`src/rtl/mxbiu_if.sv`:
```
// mxbiu_if: groups the LSU-side and memory-side signals of the bus interface unit.
// The slave modport is the BIU view; the master modport is the LSU/memory environment view.
interface mxbiu_if #(
  parameter int ADDR_WIDTH = 8,
  parameter int DATA_WIDTH = 8
);
  // LSU load channel
  logic [ADDR_WIDTH-1:0] biu_rd_addr;
  logic                  biu_load;
  logic                  biu_load_ready;
  logic [DATA_WIDTH-1:0] biu_rdata;
  logic                  biu_load_valid;
  // LSU store channel
  logic [ADDR_WIDTH-1:0] biu_wr_addr;
  logic [DATA_WIDTH-1:0] biu_wdata;
  logic                  biu_store;
  logic                  biu_store_ready;
  logic                  biu_store_valid;
  // Memory channel
  logic                  mem_req;
  logic                  mem_we;
  logic [ADDR_WIDTH-1:0] mem_addr;
  logic [DATA_WIDTH-1:0] mem_wdata;
  logic [DATA_WIDTH-1:0] mem_rdata;
  logic                  mem_ack;
  // Status
  logic                  bus_err;

  modport slave (
    input  biu_rd_addr, biu_load, biu_wr_addr, biu_wdata, biu_store,
    input  mem_rdata, mem_ack,
    output biu_load_ready, biu_rdata, biu_load_valid,
    output biu_store_ready, biu_store_valid,
    output mem_req, mem_we, mem_addr, mem_wdata, bus_err
  );

  modport master (
    output biu_rd_addr, biu_load, biu_wr_addr, biu_wdata, biu_store,
    output mem_rdata, mem_ack,
    input  biu_load_ready, biu_rdata, biu_load_valid,
    input  biu_store_ready, biu_store_valid,
    input  mem_req, mem_we, mem_addr, mem_wdata, bus_err
  );
endinterface

```
`src/rtl/mxbiu.sv`:
```
// mxbiu: single-outstanding bus interface unit between an LSU and a simple
// req/ack memory. Stores win over loads when both are requested in IDLE.
// Optional memory-ack timeout is enabled by defining MXBIU_TIMEOUT_EN; without
// it RD/WR wait indefinitely and bus_err is tied low.
module mxbiu #(
  parameter int ADDR_WIDTH     = 8,
  parameter int DATA_WIDTH     = 8,
  parameter int TIMEOUT_CYCLES = 15
) (
  input logic        clk,
  input logic        rst_n,
  mxbiu_if.slave     bus
);

  if (TIMEOUT_CYCLES < 1) begin : g_bad_timeout
    $error("mxbiu: TIMEOUT_CYCLES must be at least 1");
  end

  typedef enum logic [1:0] {IDLE, RD, WR, RESP} state_t;

  state_t                state_q, state_d;
  logic                  req_q, req_d;
  logic                  we_q, we_d;
  logic [ADDR_WIDTH-1:0] addr_q, addr_d;
  logic [DATA_WIDTH-1:0] wdata_q, wdata_d;
  logic [DATA_WIDTH-1:0] rdata_q, rdata_d;
  logic                  is_load_q, is_load_d;

`ifdef MXBIU_TIMEOUT_EN
  localparam int CNT_W = $clog2(TIMEOUT_CYCLES + 1);
  localparam logic [CNT_W-1:0] CNT_LAST = CNT_W'(TIMEOUT_CYCLES - 1);
  logic [CNT_W-1:0] cnt_q, cnt_d;
  logic             err_q, err_d;
`endif

  // State and datapath registers; reset clears everything asynchronously.
  always_ff @(posedge clk or negedge rst_n) begin
    if (!rst_n) begin
      state_q   <= IDLE;
      req_q     <= 1'b0;
      we_q      <= 1'b0;
      addr_q    <= '0;
      wdata_q   <= '0;
      rdata_q   <= '0;
      is_load_q <= 1'b0;
`ifdef MXBIU_TIMEOUT_EN
      cnt_q     <= '0;
      err_q     <= 1'b0;
`endif
    end else begin
      state_q   <= state_d;
      req_q     <= req_d;
      we_q      <= we_d;
      addr_q    <= addr_d;
      wdata_q   <= wdata_d;
      rdata_q   <= rdata_d;
      is_load_q <= is_load_d;
`ifdef MXBIU_TIMEOUT_EN
      cnt_q     <= cnt_d;
      err_q     <= err_d;
`endif
    end
  end

  // Next-state logic: accept in IDLE, wait for ack (or timeout), one-cycle RESP.
  always_comb begin
    state_d   = state_q;
    req_d     = req_q;
    we_d      = we_q;
    addr_d    = addr_q;
    wdata_d   = wdata_q;
    rdata_d   = rdata_q;
    is_load_d = is_load_q;
`ifdef MXBIU_TIMEOUT_EN
    cnt_d     = '0;
    err_d     = 1'b0;
`endif
    case (state_q)
      IDLE: begin
        if (bus.biu_store) begin
          state_d   = WR;
          req_d     = 1'b1;
          we_d      = 1'b1;
          addr_d    = bus.biu_wr_addr;
          wdata_d   = bus.biu_wdata;
          is_load_d = 1'b0;
        end else if (bus.biu_load) begin
          state_d   = RD;
          req_d     = 1'b1;
          we_d      = 1'b0;
          addr_d    = bus.biu_rd_addr;
          is_load_d = 1'b1;
        end
      end
      RD, WR: begin
        // A real ack beats a timeout landing in the same cycle.
        if (bus.mem_ack) begin
          state_d = RESP;
          req_d   = 1'b0;
          if (state_q == RD) rdata_d = bus.mem_rdata;
`ifdef MXBIU_TIMEOUT_EN
        end else if (cnt_q == CNT_LAST) begin
          state_d = RESP;
          req_d   = 1'b0;
          err_d   = 1'b1;
          if (state_q == RD) rdata_d = '1;
        end else begin
          cnt_d = cnt_q + 1'b1;
`endif
        end
      end
      RESP:    state_d = IDLE;
      default: state_d = IDLE;
    endcase
  end

  assign bus.biu_load_ready  = (state_q == IDLE);
  assign bus.biu_store_ready = (state_q == IDLE);
  assign bus.biu_load_valid  = (state_q == RESP) &&  is_load_q;
  assign bus.biu_store_valid = (state_q == RESP) && !is_load_q;
  assign bus.biu_rdata       = rdata_q;
  assign bus.mem_req         = req_q;
  assign bus.mem_we          = we_q;
  assign bus.mem_addr        = addr_q;
  assign bus.mem_wdata       = wdata_q;
`ifdef MXBIU_TIMEOUT_EN
  assign bus.bus_err         = err_q;
`else
  assign bus.bus_err         = 1'b0;
`endif

endmodule

```
`src/flat_wrapper.sv`:
```
// flat-port wrapper written by rule: the top's interface ports become plain ports
module mxbiu_flat 
#(
  parameter int ADDR_WIDTH     = 8,
  parameter int DATA_WIDTH     = 8,
  parameter int TIMEOUT_CYCLES = 15
)
  (clk, rst_n, bus_biu_rd_addr, bus_biu_load, bus_biu_wr_addr, bus_biu_wdata, bus_biu_store, bus_mem_rdata, bus_mem_ack, bus_biu_load_ready, bus_biu_rdata, bus_biu_load_valid, bus_biu_store_ready, bus_biu_store_valid, bus_mem_req, bus_mem_we, bus_mem_addr, bus_mem_wdata, bus_bus_err);
  mxbiu_if #(.ADDR_WIDTH(ADDR_WIDTH), .DATA_WIDTH(DATA_WIDTH)) bus_i ();
  input logic clk;
  input logic rst_n;
  input wire logic [$bits(bus_i.biu_rd_addr)-1:0] bus_biu_rd_addr;
  input wire logic [$bits(bus_i.biu_load)-1:0] bus_biu_load;
  input wire logic [$bits(bus_i.biu_wr_addr)-1:0] bus_biu_wr_addr;
  input wire logic [$bits(bus_i.biu_wdata)-1:0] bus_biu_wdata;
  input wire logic [$bits(bus_i.biu_store)-1:0] bus_biu_store;
  input wire logic [$bits(bus_i.mem_rdata)-1:0] bus_mem_rdata;
  input wire logic [$bits(bus_i.mem_ack)-1:0] bus_mem_ack;
  output wire logic [$bits(bus_i.biu_load_ready)-1:0] bus_biu_load_ready;
  output wire logic [$bits(bus_i.biu_rdata)-1:0] bus_biu_rdata;
  output wire logic [$bits(bus_i.biu_load_valid)-1:0] bus_biu_load_valid;
  output wire logic [$bits(bus_i.biu_store_ready)-1:0] bus_biu_store_ready;
  output wire logic [$bits(bus_i.biu_store_valid)-1:0] bus_biu_store_valid;
  output wire logic [$bits(bus_i.mem_req)-1:0] bus_mem_req;
  output wire logic [$bits(bus_i.mem_we)-1:0] bus_mem_we;
  output wire logic [$bits(bus_i.mem_addr)-1:0] bus_mem_addr;
  output wire logic [$bits(bus_i.mem_wdata)-1:0] bus_mem_wdata;
  output wire logic [$bits(bus_i.bus_err)-1:0] bus_bus_err;
  assign bus_i.biu_rd_addr = bus_biu_rd_addr;
  assign bus_i.biu_load = bus_biu_load;
  assign bus_i.biu_wr_addr = bus_biu_wr_addr;
  assign bus_i.biu_wdata = bus_biu_wdata;
  assign bus_i.biu_store = bus_biu_store;
  assign bus_i.mem_rdata = bus_mem_rdata;
  assign bus_i.mem_ack = bus_mem_ack;
  assign bus_biu_load_ready = bus_i.biu_load_ready;
  assign bus_biu_rdata = bus_i.biu_rdata;
  assign bus_biu_load_valid = bus_i.biu_load_valid;
  assign bus_biu_store_ready = bus_i.biu_store_ready;
  assign bus_biu_store_valid = bus_i.biu_store_valid;
  assign bus_mem_req = bus_i.mem_req;
  assign bus_mem_we = bus_i.mem_we;
  assign bus_mem_addr = bus_i.mem_addr;
  assign bus_mem_wdata = bus_i.mem_wdata;
  assign bus_bus_err = bus_i.bus_err;
  mxbiu #(.ADDR_WIDTH(ADDR_WIDTH), .DATA_WIDTH(DATA_WIDTH), .TIMEOUT_CYCLES(TIMEOUT_CYCLES)) u_core (.clk(clk), .rst_n(rst_n), .bus(bus_i));
endmodule
```
`config.mk`:
```
export PLATFORM = sky130hd
export DESIGN_NAME = mxbiu_flat
export DESIGN_NICKNAME = d
export VERILOG_FILES = /design/src/rtl/mxbiu_if.sv /design/src/rtl/mxbiu.sv /design/src/flat_wrapper.sv
export SDC_FILE = /design/constraint.sdc
export NUM_CORES = 1
export LEC_CHECK = 0
export BUFFER_PORTS_ARGS = -buffer_cell sky130_fd_sc_hd__buf_2
export CORE_MARGIN = 5
export CORE_UTILIZATION = 41
export CTS_BUF_LIST = sky130_fd_sc_hd__clkbuf_2 sky130_fd_sc_hd__clkbuf_4 sky130_fd_sc_hd__clkbuf_8
export CTS_CLUSTER_DIAMETER = 100
export CTS_CLUSTER_SIZE = 28
export DETAILED_ROUTE_END_ITERATION = 8
export GPL_TIMING_DRIVEN = 0
export MAX_ROUTING_LAYER = met4
export PLACE_DENSITY = 0.74
export SYNTH_ARGS = -nofsm -noshare
export SYNTH_HDL_FRONTEND = slang
export SYNTH_SLANG_ARGS = --single-unit
export TNS_END_PERCENT = 5
```
`constraint.sdc`:
```
create_clock -name clk -period 2.4 [get_ports clk]
set_input_delay 0.72 -clock clk [delete_from_list [all_inputs] [get_ports clk]]
set_output_delay 0.72 -clock clk [all_outputs]
set_load 0.05 [all_outputs]
```
# Word-level counts from Yosys, hierarchy flattened
# Index checks and enable logic that the tools add are counted.
[op_classes]
n_eq_ne = 5
mux = 13
reduce_logical = 12
[op_table]
columns = ["cell", "count"]
rows = [
  ["$mux 8", 2],
  ["$mux 1", 6],
  ["$mux 2", 3],
  ["$pmux 2 s3", 1],
  ["$reduce_and 2->1", 3],
  ["$reduce_and 3->1", 2],
  ["$eq 2x2->1 const B", 2],
  ["$reduce_bool 2->1", 2],
  ["$ne 3x3->1 const B", 1],
  ["$eq 2x1->1 const B", 1],
  ["$logic_and 1x1->1", 2],
  ["$logic_not 2->1", 1],
  ["$ne 2x2->1 const B", 1],
  ["$pmux 1 s2", 1],
  ["$reduce_or 2->1", 1],
  ["$logic_not 1->1", 1],
]
[word_totals]
reg_bits = 29
input_bits = 37
out_inout_bits = 31
elab_cells = 37

# Longest topological paths before layout
# Gate-level depths: netlist (run 1).
[logic_depth]
word_depth = 4
depth_mapped = 7
mapped_depth_nobuf = 5

# Worst setup path before layout (run 1)
# No wires, ideal clock.
[synth_path]
path_kind = "register to output"
start = "register u_core.state_q[0]"
end = "output port bus_biu_store_ready"
arrival_ns = 1.242
required_time_ns = 1.680
path_slack_ns = 0.438
path_stages_with_launch = 4
path_buffers = 1
cell_sequence = "dfrtp_1 inv_1 ha_1 buf_4"
[synth_between]
elab_chain_cells = 1
[synth_rtl]
columns = ["element", "line", "rtl"]
rows = [
  ["from (decl)", "mxbiu.sv:21", "state_t state_q, state_d;"],
  ["from (signal assigned)", "mxbiu.sv:51", "state_q <= state_d;"],
  ["$logic_not 2->1", "--", ""],
  ["to (decl)", "flat_wrapper.sv:22", "output wire logic [$bits(bus_i.biu_store_ready)-1:0] bus_biu_store_ready;"],
]
# Every way passes these cells.

# Worst setup path in the final report (run 1)
[layout_path]
start = "register u_core.state_q[1]"
end = "output port bus_biu_store_ready"
[layout_between]
elab_chain_cells = 1
[layout_rtl]
columns = ["element", "line", "rtl"]
rows = [
  ["$logic_not 2->1", "mxbiu.sv:118", "assign bus.biu_store_ready = (state_q == IDLE);"],
]
# Every way passes these cells.

==> results of run 1 <==
flip-flops by register name, indices dropped and copies added, names as in the netlist:
signal / flops
u_core.bus.biu_rdata: 8
u_core.bus.mem_wdata: 8
u_core.bus.mem_addr: 8
u_core.bus.mem_we: 1
u_core.state_q: 2
u_core.is_load_q: 1
u_core.bus.mem_req: 1
critical path, stage by stage (launching register included):
cell	delay, ns
dfrtp_1	0.41
inv_1	0.10
ha_1	0.20
buf_4	0.11
buf_2	0.25
how the worst max path moves through the flow:
stage / startpoint / endpoint / slack [ns] / cells past startpoint
2_1_floorplan: u_core.state_q[0] / bus_biu_store_ready / 0.44 / 3
3_3_place_gp: u_core.state_q[0] / bus_biu_store_ready / 0.67 / 4
3_5_place_dp: u_core.state_q[0] / bus_biu_store_ready / 0.63 / 4
4_1_cts: u_core.state_q[1] / bus_biu_store_ready / 0.26 / 4
5_1_grt: u_core.state_q[1] / bus_biu_store_ready / 0.17 / 4
6_report: u_core.state_q[1] / bus_biu_store_ready / 0.28 / 4
cell type report:
cell class / count / area, sq um
Buffer: 6 / 42.5
Timing Repair Buffer: 66 / 330
Sequential cell: 29 / 726
Multi-Input combinational cell: 67 / 524
Inverter: 6 / 22.5
Tap cell: 44 / 55.1
Clock inverter: 1 / 5.00
Fill cell: 287 / 1280
Clock buffer: 7 / 65.1
cells in the final DEF (no fill, tap or decap):
cell	count
buf_6	1
clkbuf_8	2
and2_1	1
o2bb2ai_1	1
nor2b_1	1
nand3b_1	3
nand2_1	3
or2_4	1
inv_1	6
o21ai_0	6
nand3_2	1
conb_1	1
mux2_2	15
ha_1	4
nand2_2	1
clkbuf_4	5
nand2b_1	1
buf_2	67
clkbuf_1	1
a2bb2oi_2	1
dfrtp_1	29
clkinv_2	1
buf_4	3
a21oi_1	11
o22ai_1	13
mux2_1	3
logic make-up after synthesis:
kind of cell	count (synthesis)	synth area share [%]
other cells	1	0.285
simple gates	12	5.90
buf+inv	12	4.95
fa+ha+maj	4	3.81
compound gates	32	14.5
mux	18	15.4
flops	29	55.2
through the flow:
stage          cells  hold slack [ns]  area (sq um)  worst slack [ns]  util (%)
3_5_place_dp     218            0.459          1700             0.630      55.7
6_report         226            0.401          1770             0.285      58.0
4_1_cts          226            0.419          1770             0.259      58.0
5_1_grt          226            0.453          1770             0.169      58.0
2_1_floorplan    108            0.424          1320             0.438         -
3_3_place_gp     218            0.456          1700             0.670      55.7
metal layers:
layer / vias up / share of wire, % / track usage (%)
met4: 0 / 3.0 / 7.61
met1: 530 / 38 / 16.0
met2: 46 / 52 / 27.7
met5: - / 0 / -
met3: 11 / 7.1 / 4.89
li1: 535 / - / -
==> results.toml, run 1 <==
[floorplanning]
ios = 68
core_area_sq_um = 3050
rows = 20
fp.dieH_um = 66.6
die_w_um = 66.6
start_util_pct = 43.1
die_area_sq_um = 4440

[place]
place_congestion = 0.736
hpwl_um = 2430
io_buffers = 66

[timing]
tns_ns = 0
min_period_over_period_pct = 88.1
maxSlewHeadroom_pct = 57.6
finalHoldViolations = 0
maxSlewViolCount = 0
finalClockSkew_ns = 0.00864
fmax_ghz = 0.473
finalCriticalPeriod_ns = 2.12
setup_viol = 0
worst_pin_slew_ns = 0.636
rsz0062_at_grt = "no"

[worst_setup_path]
crit_type = "reg2out"
worstPathRequired_ns = 1.68
cp_max_fo = 3
arrival_ns = 1.40
r2r_slack_ns = 0.73
crit_path_end_kind = "output port"
timing.rr.end = "u_core.bus.mem_wdata[6]"
worst_setup_path_start_kind = "register"
rr_worst_depth = 6
r2r-start = "u_core.state_q[0]"

[routing]
avgViaCountPerCell = 4.96
num_vias = 1122
detail_route.wl_per_cell_um = 13.7
drt_iter0_drc = 60
drc = 0
routed_wirelength_um = 3090
firstDrtPassIters = 4
antenna_left = 0

[final_layout]
nets = 222
syn2layout_area_growth_pct = 34.6
drive_gt1_share_pct = 53.8
n_antenna_cell = 0

[flow_run]
max-cap-violations = 0

[yosys]
synthArstFlopShare_pct = 100
synthTopCellsByArea = "dfrtp_1 55%, mux2_2 13%, o22ai_1 6.2%"
synth_warnings = 0
syn_nets = 149
synthFlopType = "dfrtp_1"
synth_seq_area_share_pct = 55.2
synth_area_leader_cell = "dfrtp_1"
postSynthAreaPerCell_sq_um = 12.2
synthDistinctLibCells = 23
synth-seq-cells = 29
synthTopCellsByCount = "29 x dfrtp_1, 15 x mux2_2, 13 x o22ai_1"
synthCells = 108
yosysMostFrequentCell = "dfrtp_1"
synth_edf_count = 0
synth_top_area_share_pct = 55.2
synth_area_sq_um = 1320

[clocking]
clockBufferDepth = 2
cts_buffers = 5
tritoncts = "built"
postCtsHoldBufs = 0
h-tree-depth = 2
clk_latency_ns = 0.32
cts_setup_buffers = 0
path_clk_slew_ns = 0.10
cts_resized = 0
clockRootBuffer = "clkbuf_4"
cts_sinks = 29

[run_status]
status = "completed"

[global_route]
grt_pass1_vias = 1156
grt-ovfl-total = 0
grt_max_degree = 30
antenna_found_initial = 0
grt_first_pass_wirelength_um = 5100
grt_use_total_pct = 15.9

[hold_path]
hold_class = "in2async"
Power of run 1 is not shown: default switching activity piles up to over one toggle a cycle in this logic, so the estimate is an artifact.
==> run 2: changes to the inputs <==
--- a/config.mk
+++ b/config.mk
@@ -10,11 +10,12 @@
 export CORE_UTILIZATION = 41
 export CTS_BUF_LIST = sky130_fd_sc_hd__clkbuf_2 sky130_fd_sc_hd__clkbuf_4 sky130_fd_sc_hd__clkbuf_8
 export CTS_CLUSTER_DIAMETER = 100
-export CTS_CLUSTER_SIZE = 28
+export CTS_CLUSTER_SIZE = 16
 export DETAILED_ROUTE_END_ITERATION = 8
 export GPL_TIMING_DRIVEN = 0
 export MAX_ROUTING_LAYER = met4
 export PLACE_DENSITY = 0.74
+export RECOVER_POWER = 25
 export SYNTH_ARGS = -nofsm -noshare
 export SYNTH_HDL_FRONTEND = slang
 export SYNTH_SLANG_ARGS = --single-unit
==> results.toml, run 2 (same netlist as run 1, synthesis figures left out) <==
[timing]
min_period_over_period_pct = 88.0
finalClockSkew_ns = 0.00865
maxSlewHeadroom_pct = -2.00
fmax_ghz = 0.474
worst_pin_slew_ns = 1.53
rsz0062_at_grt = "no"
tns_ns = 0
finalCriticalPeriod_ns = 2.11
setup_viol = 0
maxSlewViolCount = 30
finalHoldViolations = 0

[worst_setup_path]
r2r-start = "u_core.state_q[0]"
arrival_ns = 1.39
crit_start = "u_core.state_q[1]"
worst_setup_path_start_kind = "register"
worstPathRequired_ns = 1.68
crit_type = "reg2out"
cp_max_fo = 3
crit_path_end_kind = "output port"

[global_route]
grt_first_pass_wirelength_um = 5100
grt_pass1_vias = 1156
antenna_found_initial = 0
grt-ovfl-total = 0
grt_use_total_pct = 15.9
grt_max_degree = 30

[floorplanning]
start_util_pct = 43.1
die_area_sq_um = 4440
core_area_sq_um = 3050
fp.dieH_um = 66.6
die_w_um = 66.6
ios = 68
rows = 20

[final_layout]
drive_gt1_share_pct = 53.3
multi_input_area_sq_um = 524
n_antenna_cell = 0
syn2layout_area_growth_pct = 34.5
nets = 222
register_area_sq_um = 726
layout_commonest_cell = "buf_2"
mostFrequentLayoutCells = "66 x buf_2, 29 x dfrtp_1, 15 x mux2_2"
n_fill_cell = 287

[clocking]
h-tree-depth = 2
path_clk_slew_ns = 0.10
postCtsHoldBufs = 0
cts_setup_buffers = 0
cts_buffers = 5
cts_sinks = 29
cts_resized = 0
clk_latency_ns = 0.32
clockBufferDepth = 2
clockRootBuffer = "clkbuf_4"
tritoncts = "built"

[routing]
antenna_left = 0
num_vias = 1118
avgViaCountPerCell = 4.95
drt_iter0_drc = 60
drc = 0
routed_wirelength_um = 3090
detail_route.wl_per_cell_um = 13.7
firstDrtPassIters = 4

[run_status]
status = "complete, but fails checks"
failed_checks = "max-capacitance violations, max-slew violations"

[place]
place_congestion = 0.736
io_buffers = 66
hpwl_um = 2430

[hold_path]
hold_class = "reg2reg"
hp-start = "u_core.bus.mem_we"

[flow_run]
max-cap-violations = 1
## run 2: cell types whose count changed in the layout (fill, tap and decap cells not counted)
cell / change
clkbuf_1: +1
buf_2: -1
## run 2: layout make-up
type / instances / share of cell area [%]
buffer: 6 / 2.40
clock buffer: 7 / 3.68
clock inverter: 1 / 0.283
inverter: 6 / 1.27
multi-input combinational: 67 / 29.6
sequential: 29 / 41.0
tap: 44 / 3.11
timing repair buffer: 66 / 18.6
## run 2: routing by layer
metal / GRT usage (%) / vias up / wire length [um]
li1: - / 536 / -
met1: 16.0 / 535 / 1200
met2: 27.7 / 36 / 1610
met3: 4.89 / 11 / 185
met4: 7.61 / 0 / 91
met5: - / - / 0
## run 2: stage by stage
step	instance area [sq um]	std cells	worst slack (ns)	hold slack, ns	util (%)
after floorplan	1320	108	0.438	0.424	-
after global placement	1700	218	0.670	0.456	55.7
after detailed placement	1700	218	0.630	0.459	55.7
after CTS	1770	226	0.259	0.419	58.0
after global routing	1770	226	0.169	0.520	58.0
final	1770	226	0.288	0.481	58.0
## run 2: worst paths after layout
| check | endpoint | slack (ns) | cells past startpoint |
|---|---|---|---|
| setup / recovery | bus_biu_store_ready | 0.29 | 4 |
| hold / removal | u_core.bus.mem_we | 0.48 | 2 |
| setup reg to reg | u_core.bus.mem_wdata[6] | 0.74 | 6 |
| hold reg to reg | u_core.bus.mem_we | 0.48 | 2 |
| max in group asynchronous | u_core.bus.mem_wdata[5] | 0.75 | 1 |
| min in group asynchronous | u_core.bus.mem_addr[4] | 0.75 | 1 |
## run 2: worst max-delay path, cell delays in order, from the launching register on
cell and delay (ns):
dfrtp_1 0.41, inv_1 0.10, ha_1 0.20, buf_4 0.11, buf_2 0.25
Power of run 2 is left out for the same reason.
